--- src/rtl/cdc_chan_arb_pkg.sv ---
// Shared definitions for the toggle-handshake CDC channel arbiter and its ack synchronizer.
package cdc_chan_arb_pkg;

    localparam logic [1:0] ST_IDLE     = 2'd0;
    localparam logic [1:0] ST_LAUNCH   = 2'd1;
    localparam logic [1:0] ST_WAIT_ACK = 2'd2;

    function automatic int clog2(input int value);
        int r;
        r = 0;
        while ((1 << r) < value) r++;
        return r;
    endfunction

endpackage

--- src/rtl/cdc_ack_sync.sv ---
// Two-flop synchronizer plus history register turning a returning ack toggle into a one-cycle event.
module cdc_ack_sync (
    input  logic clk,
    input  logic rst,
    input  logic ack_toggle,
    output logic ack_evt
);

    logic sync1, sync2, hist;

    always_ff @(posedge clk) begin
        if (rst) begin
            sync1 <= 1'b0;
            sync2 <= 1'b0;
            hist  <= 1'b0;
        end else begin
            sync1 <= ack_toggle;
            sync2 <= sync1;
            // hist follows sync2 unconditionally so a stale edge is consumed wherever the FSM is
            hist  <= sync2;
        end
    end

    assign ack_evt = sync2 ^ hist;

endmodule

--- src/rtl/cdc_chan_arb.sv ---
// Round-robin arbiter sharing one toggle-handshake CDC channel between N source-domain requesters.
module cdc_chan_arb
    import cdc_chan_arb_pkg::*;
#(
    parameter int N       = 4,
    parameter int W       = 8,
    parameter int IDW     = 2,
    parameter int TIMEOUT = 16
) (
    input  logic             clk,
    input  logic             rst,
    input  logic [N-1:0]     req,
    input  logic [N*W-1:0]   data_in,
    output logic [N-1:0]     gnt,
    output logic [N-1:0]     done,
    output logic [W-1:0]     xfer_data,
    output logic [IDW-1:0]   xfer_id,
    output logic             xfer_toggle,
    input  logic             ack_toggle,
    output logic             busy,
    output logic             timeout_err
);

    localparam int            CW       = (TIMEOUT > 0) ? clog2(TIMEOUT + 1) : 1;
    localparam logic [CW-1:0] CNT_LAST = CW'((TIMEOUT > 0) ? TIMEOUT - 1 : 0);

    logic [1:0]     state;
    logic [IDW-1:0] ptr;
    logic [CW-1:0]  cnt;
    logic           ack_evt;
    logic           found;
    logic [IDW-1:0] winner;
    logic [IDW-1:0] next_ptr;

    cdc_ack_sync u_ack_sync (
        .clk        (clk),
        .rst        (rst),
        .ack_toggle (ack_toggle),
        .ack_evt    (ack_evt)
    );

    // First asserted request at or above ptr, wrapping N-1 -> 0
    always_comb begin
        int idx;
        found  = 1'b0;
        winner = '0;
        idx    = 0;
        for (int i = 0; i < N; i++) begin
            idx = int'(ptr) + i;
            if (idx >= N) idx = idx - N;
            if (!found && req[idx]) begin
                found  = 1'b1;
                winner = IDW'(idx);
            end
        end
    end

    assign next_ptr = (xfer_id == IDW'(N - 1)) ? '0 : xfer_id + IDW'(1);
    assign busy     = (state != ST_IDLE);

    always_ff @(posedge clk) begin
        if (rst) begin
            state       <= ST_IDLE;
            ptr         <= '0;
            cnt         <= '0;
            gnt         <= '0;
            done        <= '0;
            xfer_data   <= '0;
            xfer_id     <= '0;
            xfer_toggle <= 1'b0;
            timeout_err <= 1'b0;
        end else begin
            gnt  <= '0;
            done <= '0;
            case (state)
                ST_IDLE: begin
                    if (found) begin
                        gnt       <= N'(1) << winner;
                        xfer_data <= data_in[int'(winner)*W +: W];
                        xfer_id   <= winner;
                        state     <= ST_LAUNCH;
                    end
                end
                ST_LAUNCH: begin
                    // data has been stable for a full cycle before the toggle flips
                    xfer_toggle <= ~xfer_toggle;
                    cnt         <= '0;
                    state       <= ST_WAIT_ACK;
                end
                ST_WAIT_ACK: begin
                    if (ack_evt) begin
                        done  <= N'(1) << xfer_id;
                        ptr   <= next_ptr;
                        state <= ST_IDLE;
                    end else if (TIMEOUT != 0 && cnt == CNT_LAST) begin
                        timeout_err <= 1'b1;
                        ptr         <= next_ptr;
                        state       <= ST_IDLE;
                    end else if (cnt != '1) begin
                        cnt <= cnt + CW'(1);
                    end
                end
                default: state <= ST_IDLE;
            endcase
        end
    end

endmodule

--- config.mk ---
export PLATFORM = sky130hd
export DESIGN_NAME = cdc_chan_arb
export DESIGN_NICKNAME = d
export VERILOG_FILES = /design/src/rtl/cdc_chan_arb_pkg.sv /design/src/rtl/cdc_ack_sync.sv /design/src/rtl/cdc_chan_arb.sv
export SDC_FILE = /design/constraint.sdc
export NUM_CORES = 1
export LEC_CHECK = 0
export CORE_MARGIN = 1
export CORE_UTILIZATION = 45
export DETAILED_ROUTE_END_ITERATION = 10
export GPL_TIMING_DRIVEN = 0
export PLACE_DENSITY = 0.84
export SLEW_MARGIN = 30
export SYNTH_ARGS = -nofsm -noshare
export SYNTH_HDL_FRONTEND = slang
export SYNTH_SLANG_ARGS = --single-unit
--- constraint.sdc ---
create_clock -name clk -period 3 [get_ports clk]
set_input_delay 0.6 -clock clk [delete_from_list [all_inputs] [get_ports clk]]
set_output_delay 0.6 -clock clk [all_outputs]
set_load 0.02 [all_outputs]
[Yosys cells after proc, flatten, opt, wreduce, memory -nomap -nowiden]
Cells that the tools add are included.
Storage, ports and cells
  register bits: 32
  input port bits: 39
  output and inout bits: 21
  word-level logic and storage cells: 100
Cells by class
  $add $sub $neg: 9
  order comparisons: 8
  equality and inequality tests: 10
  shift-type cells: 3
  mux-type cells: 35
  bitwise operators: 6
  reductions and logical operators: 17
Operators by type and width (number)
  $lt 32x4->1 const B: 4
  $mux 32: 4
  $shiftx 32x6->8: 1
  $mux 2: 10
  $mux 5: 3
  $mux 1: 12
  $sub 3x3->4 const B: 3
  $pmux 5 s2: 1
  $ge 3x3->1 const B: 3
  $bmux 1 s2: 4
  $ne 2x2->1 const B: 4
  $shl 1x2->4 const A: 2
  $add 2x2->3 const B: 2
  $pmux 2 s3: 1
  $reduce_and 2->1: 3
  $reduce_bool 2->1: 3
  $reduce_or 3->1: 2
  $add 5x1->5 const B: 1
  $eq 5x4->1 const B: 1
  $ne 5x5->1 const B: 1
  $not 1->1: 5
  $eq 2x2->1 const B: 2
  $reduce_and 4->1: 1
  $sub 2x3->4 const B: 1
  10 further kinds: 14

[Logic depth before layout (Yosys ltp)]
Gate-level depths: netlist of the first run.
  word-level depth: 17
  gate-level depth with buffers: 7
  gate-level depth less buffers: 7

[Modules after synthesis]
From an unflattened synthesis of the first run, not the netlist that was laid out.
Unflattened totals
  cells, all modules: 149
  area total of the unflattened synthesis: 1467.7 um2
By module, submodules not included
  cdc_chan_arb: instances 1, cells each 142, area each 1380.1 um2, sequential area each 580.6 um2
  cdc_ack_sync: instances 1, cells each 7, area each 87.6 um2, sequential area each 60.1 um2

[Worst setup path after synthesis of the first run]
No wires, ideal clock.
  path type: reg-to-reg
  start: reg cnt[0]
  end: reg cnt[3]
  library setup time: 114 ps
  arrival time: 1731 ps
  data required time: 2886 ps
  path slack: 1154 ps
  cell stages (with the launch flop): 8
  buffers on the path: 0
  period minus slack after synthesis: 1846 ps
  path through: dfxtp_1 ha_1 and3_1 ha_1 o41ai_4 nand4_1 xor2_1 nor2_1
Between the ends
  longest elaborated chain between the ends: 5
  elaborated cells on any way between the ends: 10
  those cells by class: add/sub: 1; eq/ne: 4; mux: 4; reduce/logical: 1
Ends and longest elaborated chain
  start, declared: RTL line cdc_chan_arb.sv:29  | logic [CW-1:0] cnt;
  start signal, assigned: RTL line cdc_chan_arb.sv:100  | cnt <= cnt + CW'(1);
  $add 5x1->5: RTL line cdc_chan_arb.sv:100
  $mux 5: RTL line cdc_chan_arb.sv:99  | end else if (cnt != '1) begin
  $mux 5: RTL line cdc_chan_arb.sv:95  | end else if (TIMEOUT != 0 && cnt == CNT_LAST) begin
  $mux 5: RTL line cdc_chan_arb.sv:91  | if (ack_evt) begin
  $pmux 5 s2: RTL line cdc_chan_arb.sv:75  | case (state)
Parallel ways exist; a longest one is shown, timed or not. The select of a mux whose other input is x is not followed.
A chain may end at the register's enable or synchronous reset.

[Worst setup path in the final report of the first run]
  start: reg state[1]
  end: out busy
Between the ends
  longest elaborated chain between the ends: 1
Ends and longest elaborated chain
  start, declared: RTL line cdc_chan_arb.sv:27  | logic [1:0] state;
  start signal, assigned: RTL line cdc_chan_arb.sv:63  | state <= ST_IDLE;
  start signal, assigned: RTL line cdc_chan_arb.sv:81  | state <= ST_LAUNCH;
  start signal, assigned: RTL line cdc_chan_arb.sv:88  | state <= ST_WAIT_ACK;
  $reduce_bool 2->1: RTL line cdc_chan_arb.sv:59  | assign busy = (state != ST_IDLE);
  end, declared: RTL line cdc_chan_arb.sv:20  | output logic busy,
No other way between the ends.

==> results.toml, run 1 <==
[run_status]
status = "completed"

[synthesis]
syn-num-nets = 192
syn_avg_cell_area_sq_um = 9.640
synth_top_area_share = 0.4460
ys_top_cells_by_area = "dfxtp_1 (45%), mux2i_1 (14%), nor2_1 (5.7%)"
synth_top_cell_by_area = "dfxtp_1"
synth.ff_latch_count = 32
yosysSeqAreaShare = 0.4460
ys_types = 28
yosys_warnings = 0
netlist_area_sq_um = 1436
syn_inst = 149

[die]
die_w_microns = 58.50
dieArea_sq_um = 3422
die_h_microns = 58.50
row_count = 20
initial_core_util = 0.4744
design.core.area_sq_um = 3028
ios = 60

[critical_path]
crit_chain = "nor2_1 > inv_1 > clkdlybuf4s50_1"
crit_slowest_cell = "clkdlybuf4s50_1"
critPathBufInv = 2
critPathCaptureType = "output pin"
path_class = "reg -> out"
cp_max_fo = 4
cp-start-kind = "flop"
critPathRequiredTime_ps = 2400
r2r_start = "cnt[0]"
worstReg2RegEnd = "cnt[3]"
crit_family = "buffers and inverters"
reg2regPathDepth = 7
max_stage_delay_ps = 540
critPathArrivalTime_ps = 1510
ff2ff_setup_slack_ps = 970

[final_layout]
nets = 258
n_antenna_cell = 0
final_common_cell = "clkdlybuf4s50_1"
drive_gt1_frac = 0.06481
fillers = 244
layout_common_cells = "clkdlybuf4s50_1 (59), dfxtp_1 (32), nor2_1 (22)"
area_delta_synth_final_pct = 49.04

[cts]
post_cts_resized = 0
clkLatencyLatePin_ps = 330
post_cts_buffers = 0
clock_sinks = 32
clock-root-buffer = "clkbuf_4"
clkTransAtPathRegs_ps = 100
numCtsBuffers = 5
ctsHtreeMaxLevel = 2
cts_hold_buf = 0
cts_tree = "built"
clockBufferDepth = 2

[routing]
drtAntennaViolNets = 0
avgViaCountPerCell = 5.104
drcViolationCount = 0
drt_iter0_markers = 43
firstDrtPassIters = 4
avgRoutedWirePerCell_microns = 12.32
wl_microns = 3204
num_vias = 1327

[timing]
hold_violations = 0
period_minus_slack_ps = 2107
slew_headroom = 0.6804
period_share = 0.7024
setup_violations = 0
fin_tns_setup_ps = 0
slew_violations = 0
worst_pin_slew_ps = 474.2
rsz0062_at_grt = "no"
max_freq_ghz = 0.4746
clock_skew_ps = 9.852

[min_path]
hp-start = "u_ack_sync.sync1"
whs_endpoint = "u_ack_sync.sync2"
whs_path_depth = 1
worstHoldPathType = "reg -> reg"

[place]
dpl.hpwl_microns = 2563
gp_congestion = 0.7627
io_buffers = 59

[global_route]
grtUsageTotal = 0.2097
grt_max_degree = 11
antenna_found_initial = 0
grt_pass1_vias = 1293
gr-total-overflow = 0
grt_pass1_wl_microns = 5237

[job]
cap_violations = 0

[pwr]
powerDensity_nw_per_um2 = 452.7
p_leak_nw = 0.8356
power.total_uw = 969.2
ir_worst_vdd_mv = 0.3111
cell type report:
| type | instances | area (sq um) | share of cell area |
|---|---|---|---|
| Clock buffer | 8 | 58.81 | 0.02747 |
| Timing Repair Buffer | 59 | 590.6 | 0.2759 |
| Sequential cell | 32 | 640.6 | 0.2992 |
| Inverter | 6 | 22.52 | 0.01052 |
| Multi-Input combinational cell | 106 | 737.0 | 0.3442 |
| Buffer | 5 | 36.28 | 0.01695 |
| Tap cell | 44 | 55.05 | 0.02572 |
how the worst max path moves through the flow:
| stage | cells after the start | startpoint | slack [ps] | end |
|---|---|---|---|---|
| global route | 6 | req[0] | 770 | xfer_data[2] |
| finish | 3 | state[1] | 890 | busy |
| detailed placement | 5 | req[0] | 580 | xfer_data[0] |
| CTS | 3 | state[1] | 880 | busy |
| global placement | 5 | req[0] | 650 | xfer_data[0] |
| floorplan | 7 | cnt[0] | 1150 | cnt[3] |
power by group:
group          internal (mW)  switching, mW  total, mW  leakage (nW)
combinational          0.132          0.114      0.246         0.542
clock                  0.116          0.136      0.252        0.0326
sequential             0.453         0.0185      0.471         0.261
routing by layer:
layer  global-route usage  routed length, microns  part of all wire  vias to the layer above
met5                    0                       0                 0                        -
met4              0.08503                      43             0.013                        0
met3               0.1165                     346              0.11                        6
met2               0.3678                    1568              0.49                       63
met1               0.2041                    1245              0.39                      604
li1                     -                       -                 -                      654
registers in the layout, summed over array words and instances, names as in the netlist:
signal and count:
u_ack_sync.sync2 1, timeout_err 1, cnt 5, ptr 2
xfer_toggle 1, state 2, u_ack_sync.sync1 1, xfer_id 2
xfer_data 8, done 4, u_ack_sync.hist 1, gnt 4
stage by stage:
step	hold slack, ps	cell area, sq um	utilization	worst slack (ps)	cells
floorplan	413.8	1436	-	1154	149
global placement	425.4	2082	0.6876	653.8	252
detailed placement	443.4	2082	0.6876	582.0	252
CTS	459.5	2141	0.7070	875.4	260
global route	475.6	2141	0.7070	772.5	260
finish	455.7	2141	0.7070	892.9	260
cells by family (layout without fill, tap and decap cells):
| kind of cell | count (synthesis) | in the layout | share of synthesized area |
|---|---|---|---|
| AND/OR/NAND/NOR | 54 | 54 | 0.1716 |
| flip-flops | 32 | 32 | 0.4460 |
| AO/OA/AOI/OAI | 23 | 23 | 0.1368 |
| multiplexers | 20 | 20 | 0.1394 |
| buffers and inverters | 11 | 78 | 0.04093 |
| XOR/XNOR | 5 | 5 | 0.03049 |
| adder cells (fa/ha/maj) | 4 | 4 | 0.03484 |
Yosys cell counts, drive strengths merged:
library cell,number
a21oi,7
a311oi,1
a31oi,2
and3,2
buf,3
clkbuf,2
dfxtp,32
ha,4
inv,6
mux2i,20
nand2,15
nand2b,5
nand4,1
nor2,22
nor2b,5
nor3,1
nor3b,1
o21ai,2
o221ai,8
o2bb2a,1
o41ai,2
or3,2
xnor2,1
xor2,4
Power figures use the tool's default switching activity.
==> run 2, diff against run 1 <==
CORE_UTILIZATION = 42   (was 45)
PLACE_DENSITY = 0.79   (was 0.84)
clock period = 2.1 ns   (was 3 ns; I/O delays follow)
==> results.toml, run 2 (synthesis results as in run 1) <==
[global_route]
gr-total-overflow = 0
antenna_found_initial = 0
grt_max_degree = 11
grt_pass1_vias = 1271
grt_pass1_wl_microns = 5319
grtUsageTotal = 0.2015

[critical_path]
critPathCaptureType = "flop"
path_class = "reg -> reg"
reg2regPathDepth = 8
worstReg2RegEnd = "cnt[3]"
ff2ff_setup_slack_ps = 80
critPathRequiredTime_ps = 2330
critPathArrivalTime_ps = 2240
cp-start-kind = "flop"
cp_max_fo = 7
r2r_start = "cnt[0]"

[timing]
period_share = 0.9596
hold_violations = 0
clock_skew_ps = 9.252
slew_headroom = 0.6714
period_minus_slack_ps = 2015
fin_tns_setup_ps = 0
setup_ws_ps = 84.87
worst_pin_slew_ps = 487.5
slew_violations = 0
max_freq_ghz = 0.4962
setup_violations = 0

[pwr]
p_switching_uw = 396.0
power.total_mw = 1.395
p_int_uw = 998.8
swShare = 0.2839
seqPwrFrac = 0.483
p_comb_frac = 0.257
p_clk_frac = 0.260
ir_worst_vdd_mv = 0.3515
p_leak_nw = 0.8461
powerDensity_nw_per_um2 = 648.5

[final_layout]
n_antenna_cell = 0
nets = 259
layout_common_cells = "clkdlybuf4s50_1 (59), dfxtp_1 (32), nor2_1 (22)"
fillers = 279
largest_reg_flops = 8
final_common_cell = "clkdlybuf4s50_1"
area_delta_synth_final_pct = 49.74
drive_gt1_frac = 0.07834
largest_registers = "xfer_data: 8 flops, cnt: 5 flops"
top_register = "xfer_data"

[die]
ios = 60
die_w_microns = 60.48
row_count = 20
design.core.area_sq_um = 3153
die_h_microns = 60.48
initial_core_util = 0.4556
dieArea_sq_um = 3658

[cts]
cts_hold_buf = 0
cts_tree = "built"
numCtsBuffers = 5
clock_sinks = 32
clkLatencyLatePin_ps = 330
clockBufferDepth = 2
clock-root-buffer = "clkbuf_4"
clkTransAtPathRegs_ps = 100
ctsHtreeMaxLevel = 2

[routing]
firstDrtPassIters = 4
drtAntennaViolNets = 0
drcViolationCount = 0
wl_microns = 3352
avgRoutedWirePerCell_microns = 12.84
drt_iter0_markers = 53
avgViaCountPerCell = 5.115
num_vias = 1335

[job]
cap_violations = 0

[min_path]
hp-start = "u_ack_sync.sync1"
whs_path_depth = 1
whs_endpoint = "u_ack_sync.sync2"
worstHoldPathType = "reg -> reg"

[place]
pre_cts_slack_ps = -217.8
gp_congestion = 0.7583
io_buffers = 59
dpl.hpwl_microns = 2613

[run_status]
status = "completed"
## run 2: changes by cell type in the layout (fill, tap and decap cells not counted)
cell | previous run | this run
clkbuf_1 | 3 | 1
buf_4 | 0 | 1
clkinv_2 | 0 | 2
## run 2: critical path, stage by stage, from the launching register on
cell	delay [ps]
dfxtp_1	350
ha_1	220
and3_1	200
ha_1	250
o41ai_4	380
buf_4	210
nand4_1	110
xor2_1	150
nor2_1	50
## run 2: power groups by stage
stage | clock (mW) | sequential, mW | combinational (mW)
2_1_floorplan | 0 | 0.723 | 0.139
3_3_place_gp | 0 | 0.686 | 0.343
5_1_grt | 0.404 | 0.679 | 0.385
6_report | 0.362 | 0.674 | 0.358
3_5_place_dp | 0 | 0.688 | 0.354
4_1_cts | 0.373 | 0.674 | 0.355
## run 2: area by class of cell
cell class                      count  area (sq um)  area share
Timing Repair Buffer               60         598.1      0.2781
Multi-Input combinational cell    106         737.0      0.3426
Buffer                              5         36.28     0.01687
Clock inverter                      2         10.01    0.004654
Tap cell                           44         55.05     0.02560
Inverter                            6         22.52     0.01047
Sequential cell                    32         640.6      0.2978
Clock buffer                        6         51.30     0.02385
## run 2: through the flow
stage                     cell area, sq um  hold WS, ps  utilization  std cells
after detailed placement              2082        439.2       0.6603        252
after global routing                  2151        479.3       0.6821        261
after global placement                2082        424.2       0.6603        252
final                                 2151        460.6       0.6821        261
after CTS                             2143        460.7       0.6798        260
after floorplan                       1436        413.8            -        149
## run 2: what timing repair did
action                                  in CTS  in global routing
endpoints found under the setup margin       0                  4
endpoints found under the hold margin        0                  0
resized for setup                            0                  0
setup buffers                                0                  1
## run 2: routing by layer
| metal | up-vias | part of all wire | GRT usage |
|---|---|---|---|
| met2 | 53 | 0.51 | 0.3689 |
| met5 | - | 0 | 0 |
| met3 | 6 | 0.079 | 0.07463 |
| met1 | 621 | 0.39 | 0.2042 |
| met4 | 0 | 0.017 | 0.08766 |
| li1 | 655 | - | - |
## run 2: how the worst max path moves through the flow
stage,from,to,slack (ps)
floorplan,cnt[0],cnt[3],250
global placement,req[0],xfer_data[0],-100
detailed placement,req[1],xfer_data[5],-220
CTS,cnt[0],cnt[3],70
global route,cnt[0],cnt[3],-50
finish,cnt[0],cnt[3],80
==> run 3, diff against run 2 <==
CAP_MARGIN = 20   (was not set)
CORE_MARGIN = 3   (was 1)
CTS_CLUSTER_DIAMETER = 80   (was not set)
==> results.toml, run 3 (synthesis results as in run 1) <==
[cts]
post_cts_resized = 0
clockBufferDepth = 2
post_cts_buffers = 0
clock_sinks = 32
clkLatencyLatePin_ps = 320
cts_tree = "built"
numCtsBuffers = 5
cts_hold_buf = 0
clkTransAtPathRegs_ps = 100
clock-root-buffer = "clkbuf_4"
ctsHtreeMaxLevel = 2

[place]
io_buffers = 59
gp_congestion = 0.8271
dpl.hpwl_microns = 2750
pre_cts_slack_ps = -129.7

[timing]
rsz0062_at_grt = "no"
clock_skew_ps = 6.983
slew_headroom = 0.6854
setup_ws_ps = 114.7
slew_violations = 0
max_freq_ghz = 0.5037
setup_violations = 0
hold_violations = 0
period_share = 0.9454
period_minus_slack_ps = 1985
worst_pin_slew_ps = 466.7

[routing]
drtAntennaViolNets = 0
drt_iter0_markers = 58
wl_microns = 3504
firstDrtPassIters = 4
drcViolationCount = 0
avgViaCountPerCell = 5.023
avgRoutedWirePerCell_microns = 13.48
num_vias = 1306

[critical_path]
cp_common_cell = "ha_1"
critPathRequiredTime_ps = 2320
reg2regPathDepth = 8
max_stage_delay_ps = 350
worstReg2RegEnd = "cnt[3]"
critPathArrivalTime_ps = 2200
cp_max_fo = 7
cp-start-kind = "flop"
crit_slowest_cell = "dfxtp_1"
ff2ff_setup_slack_ps = 110
crit_family = "adder cells"
critPathCaptureType = "flop"
r2r_start = "cnt[0]"
crit_chain = "ha_1 > and3_1 > ha_1 > o41ai_4 > buf_4 > nand4_1 > xor2_1 > nor2_1"
critPathBufInv = 1
path_class = "reg -> reg"

[final_layout]
final_core_util = 0.6774
nets = 259
top_register = "xfer_data"
n_antenna_cell = 0
layout_common_cells = "clkdlybuf4s50_1 (59), dfxtp_1 (32), nor2_1 (22)"
largest_registers = "xfer_data: 8 flops, cnt: 5 flops"
area_delta_synth_final_pct = 48.69
final_common_cell = "clkdlybuf4s50_1"
largest_reg_flops = 8
drive_gt1_frac = 0.06944

[pwr]
ir_worst_vdd_mv = 0.3143
p_leak_nw = 0.8362
power.total_mw = 1.352
powerDensity_nw_per_um2 = 633.1

[die]
design.core.area_sq_um = 3153
die_w_microns = 64.48
dieArea_sq_um = 4158
die_h_microns = 64.48
initial_core_util = 0.4556
ios = 60
row_count = 20

[global_route]
grtUsageTotal = 0.1790
grt_pass1_vias = 1351
grt_max_degree = 11
grt_pass1_wl_microns = 5761
antenna_found_initial = 0
gr-total-overflow = 0

[run_status]
status = "completed"

[job]
cap_violations = 0

[min_path]
whs_path_depth = 1
whs_endpoint = "u_ack_sync.sync2"
worstHoldPathType = "reg -> reg"
hp-start = "u_ack_sync.sync1"
-- run 3: cell types whose count changed in the layout (fill, tap and decap cells not counted), sizes merged --
cell | before | now
clkinv | 2 | 1
-- run 3: per-layer routing --
layer	share of wire	global-route usage
met1	0.41	0.1974
met2	0.48	0.2925
met3	0.10	0.07626
met4	0.016	0.09235
met5	0	0
-- run 3: layout make-up --
type	count	area, sq um
sequential	32	640.6
inverter	6	22.52
timing repair buffer	60	598.1
tap	44	55.05
buffer	5	36.28
clock buffer	6	41.29
multi-input combinational	106	737.0
fill	276	1017
clock inverter	1	5.005
-- run 3: worst max-delay path by stage --
stage	from	end	slack (ps)	cells past startpoint
6_report	cnt[0]	cnt[3]	110	8
5_1_grt	cnt[0]	cnt[3]	0.8	8
4_1_cts	cnt[0]	cnt[3]	60	7
3_5_place_dp	req[0]	xfer_data[4]	-130	5
3_3_place_gp	req[0]	xfer_data[6]	-100	5
2_1_floorplan	cnt[0]	cnt[3]	250	7
-- run 3: power by group --
group | leakage (nW) | switching (mW) | internal (mW)
Sequential | 0.261 | 0.0282 | 0.647
Combinational | 0.547 | 0.165 | 0.193
Clock | 0.0281 | 0.196 | 0.123
Total | 0.836 | 0.389 | 0.963
-- run 3: through the flow --
step / instance area, sq um / std cells / hold WS (ps) / TNS (ps)
final: 2136 / 260 / 460.5 / 0
after global routing: 2136 / 260 / 464.9 / 0
after CTS: 2128 / 259 / 467.2 / 0
after detailed placement: 2082 / 252 / 439.1 / -889.8
after global placement: 2082 / 252 / 426.7 / -707.7
after floorplan: 1436 / 149 / 413.8 / 0
==> RTL change (settings of run 2) <==
Put one more register stage on the output `timeout_err`, with the module's reset. The value now appears one clock later. The other outputs are not delayed to match.
--- a/src/rtl/cdc_chan_arb.sv
+++ b/src/rtl/cdc_chan_arb.sv
@@ -23,6 +23,8 @@
 
     localparam int            CW       = (TIMEOUT > 0) ? clog2(TIMEOUT + 1) : 1;
     localparam logic [CW-1:0] CNT_LAST = CW'((TIMEOUT > 0) ? TIMEOUT - 1 : 0);
+
+    logic timeout_err_s0;
 
     logic [1:0]     state;
     logic [IDW-1:0] ptr;
@@ -68,7 +70,7 @@
             xfer_data   <= '0;
             xfer_id     <= '0;
             xfer_toggle <= 1'b0;
-            timeout_err <= 1'b0;
+            timeout_err_s0 <= 1'b0;
         end else begin
             gnt  <= '0;
             done <= '0;
@@ -93,7 +95,7 @@
                         ptr   <= next_ptr;
                         state <= ST_IDLE;
                     end else if (TIMEOUT != 0 && cnt == CNT_LAST) begin
-                        timeout_err <= 1'b1;
+                        timeout_err_s0 <= 1'b1;
                         ptr         <= next_ptr;
                         state       <= ST_IDLE;
                     end else if (cnt != '1) begin
@@ -105,5 +107,13 @@
         end
     end
 
+    always_ff @(posedge clk) begin
+        if (rst) begin
+            timeout_err <= '0;
+        end else begin
+            timeout_err <= timeout_err_s0;
+        end
+    end
+
 endmodule
 
Check against the original RTL: no difference found for any inputs over 10 cycles, from zero or initial values and one cycle with rst high; that may be too few to reach the edited logic, so the function may still have changed.
==> RTL change against run 2 <==
- total power increased by 5.1%
- wire length up 7.3%
- clock skew down 0.0022 ns
- final area is 1.8% higher
- clock power grew 12%
- worst setup slack better by 0.022 ns
- sequential cell count is 1 higher
- first-iteration DRC count up 40%
- area after synthesis up 2.6%
- non-clock buffer count shrank 1
==> RTL change: results (changes against run 2) <==
| Metric | Value |
|---|---|
| Status | complete, no violations |
| Port Buffers | 58 (-1.7%) |
| Distinct cells, synth | 31 (+11%) |
| Synth Area in Adders | 3.40% (-0.089 points) |
| P_clk | 404 uW (+12%) |
| Multi-input gate area | 769 um^2 (+4.4%) |
| Nets | 261 (+0.77%) |
| Routability cong. | 0.770 (+1.6%) |
| Sequential element share of the synthesized area | 44.8% (+0.22 points) |
| Buffering overhead | 28.0% (-1.5 points) |
| Top cells by area, synth | dfxtp_1 (45%), mux2i_1 (14%), nor2_1 (5.6%) |
| Seq power | 695 uW (+3.1%) |
| Reg2reg setup slack | 0.11 ns (+0.02 ns) |
| Clk sinks | 33 (+3.1%) |
| Post-Synth XOR/XNOR Area | 2.97% (-0.078 points) |
| Filler cells | 280 (+0.36%) |
| Most common library cells after synthesis | dfxtp_1 (33), nor2_1 (22), mux2i_1 (20), nand2_1 (12) |
| Post-synthesis mux area share | 13.6% (-0.35 points) |
| #MultiIn Comb | 109 (+2.8%) |
| Crit path largest cell delay | 0.35 ns (-0.03 ns) |
| Avg WL per Cell | 13.6 um (+5.7%) |
| Lkg Pwr | 0.000858 uW (+1.4%) |
| Met1 usage | 23.0% (+2.6 points) |
| Maximum VDD drop | 357 uV (+1.4%) |
| Met2 routed WL | 1860 um (+9.1%) |
| First-pass GRT wire length | 5350 um (+0.53%) |
| Bufs w/o clock | 64 (-1.5%) |
| Worst Hold Slack | 0.445 ns (-0.0152 ns) |
| Setup Skew | 0.00710 ns (-0.00216 ns) |
| Post-DP HPWL | 2740 um (+4.9%) |
| DR iter-0 viols | 74 (+40%) |
==> RTL change: how the worst max path moves through the flow <==
stage / from / to / slack, ns / cells after the start
after floorplan: cnt[0] / cnt[3] / 0.25 / 7
after global placement: req[1] / xfer_data[5] / -0.04 / 5
after CTS: cnt[0] / cnt[3] / 0.06 / 7
final: cnt[0] / cnt[3] / 0.11 / 8
after global routing: cnt[0] / cnt[3] / -0.0002 / 8
after detailed placement: req[1] / xfer_data[5] / -0.06 / 5
==> RTL change: per-stage QoR <==
stage	utilization, %	setup WS (ns)	cells	instance area (um^2)	TNS [ns]
global placement	63.3	-0.0424	256	2110	-0.121
floorplan	-	0.254	152	1470	0
detailed placement	63.3	-0.0613	256	2110	-0.248
global route	65.6	-0.000202	265	2190	-0.000202
finish	65.6	0.107	265	2190	0
CTS	65.4	0.0649	264	2180	0
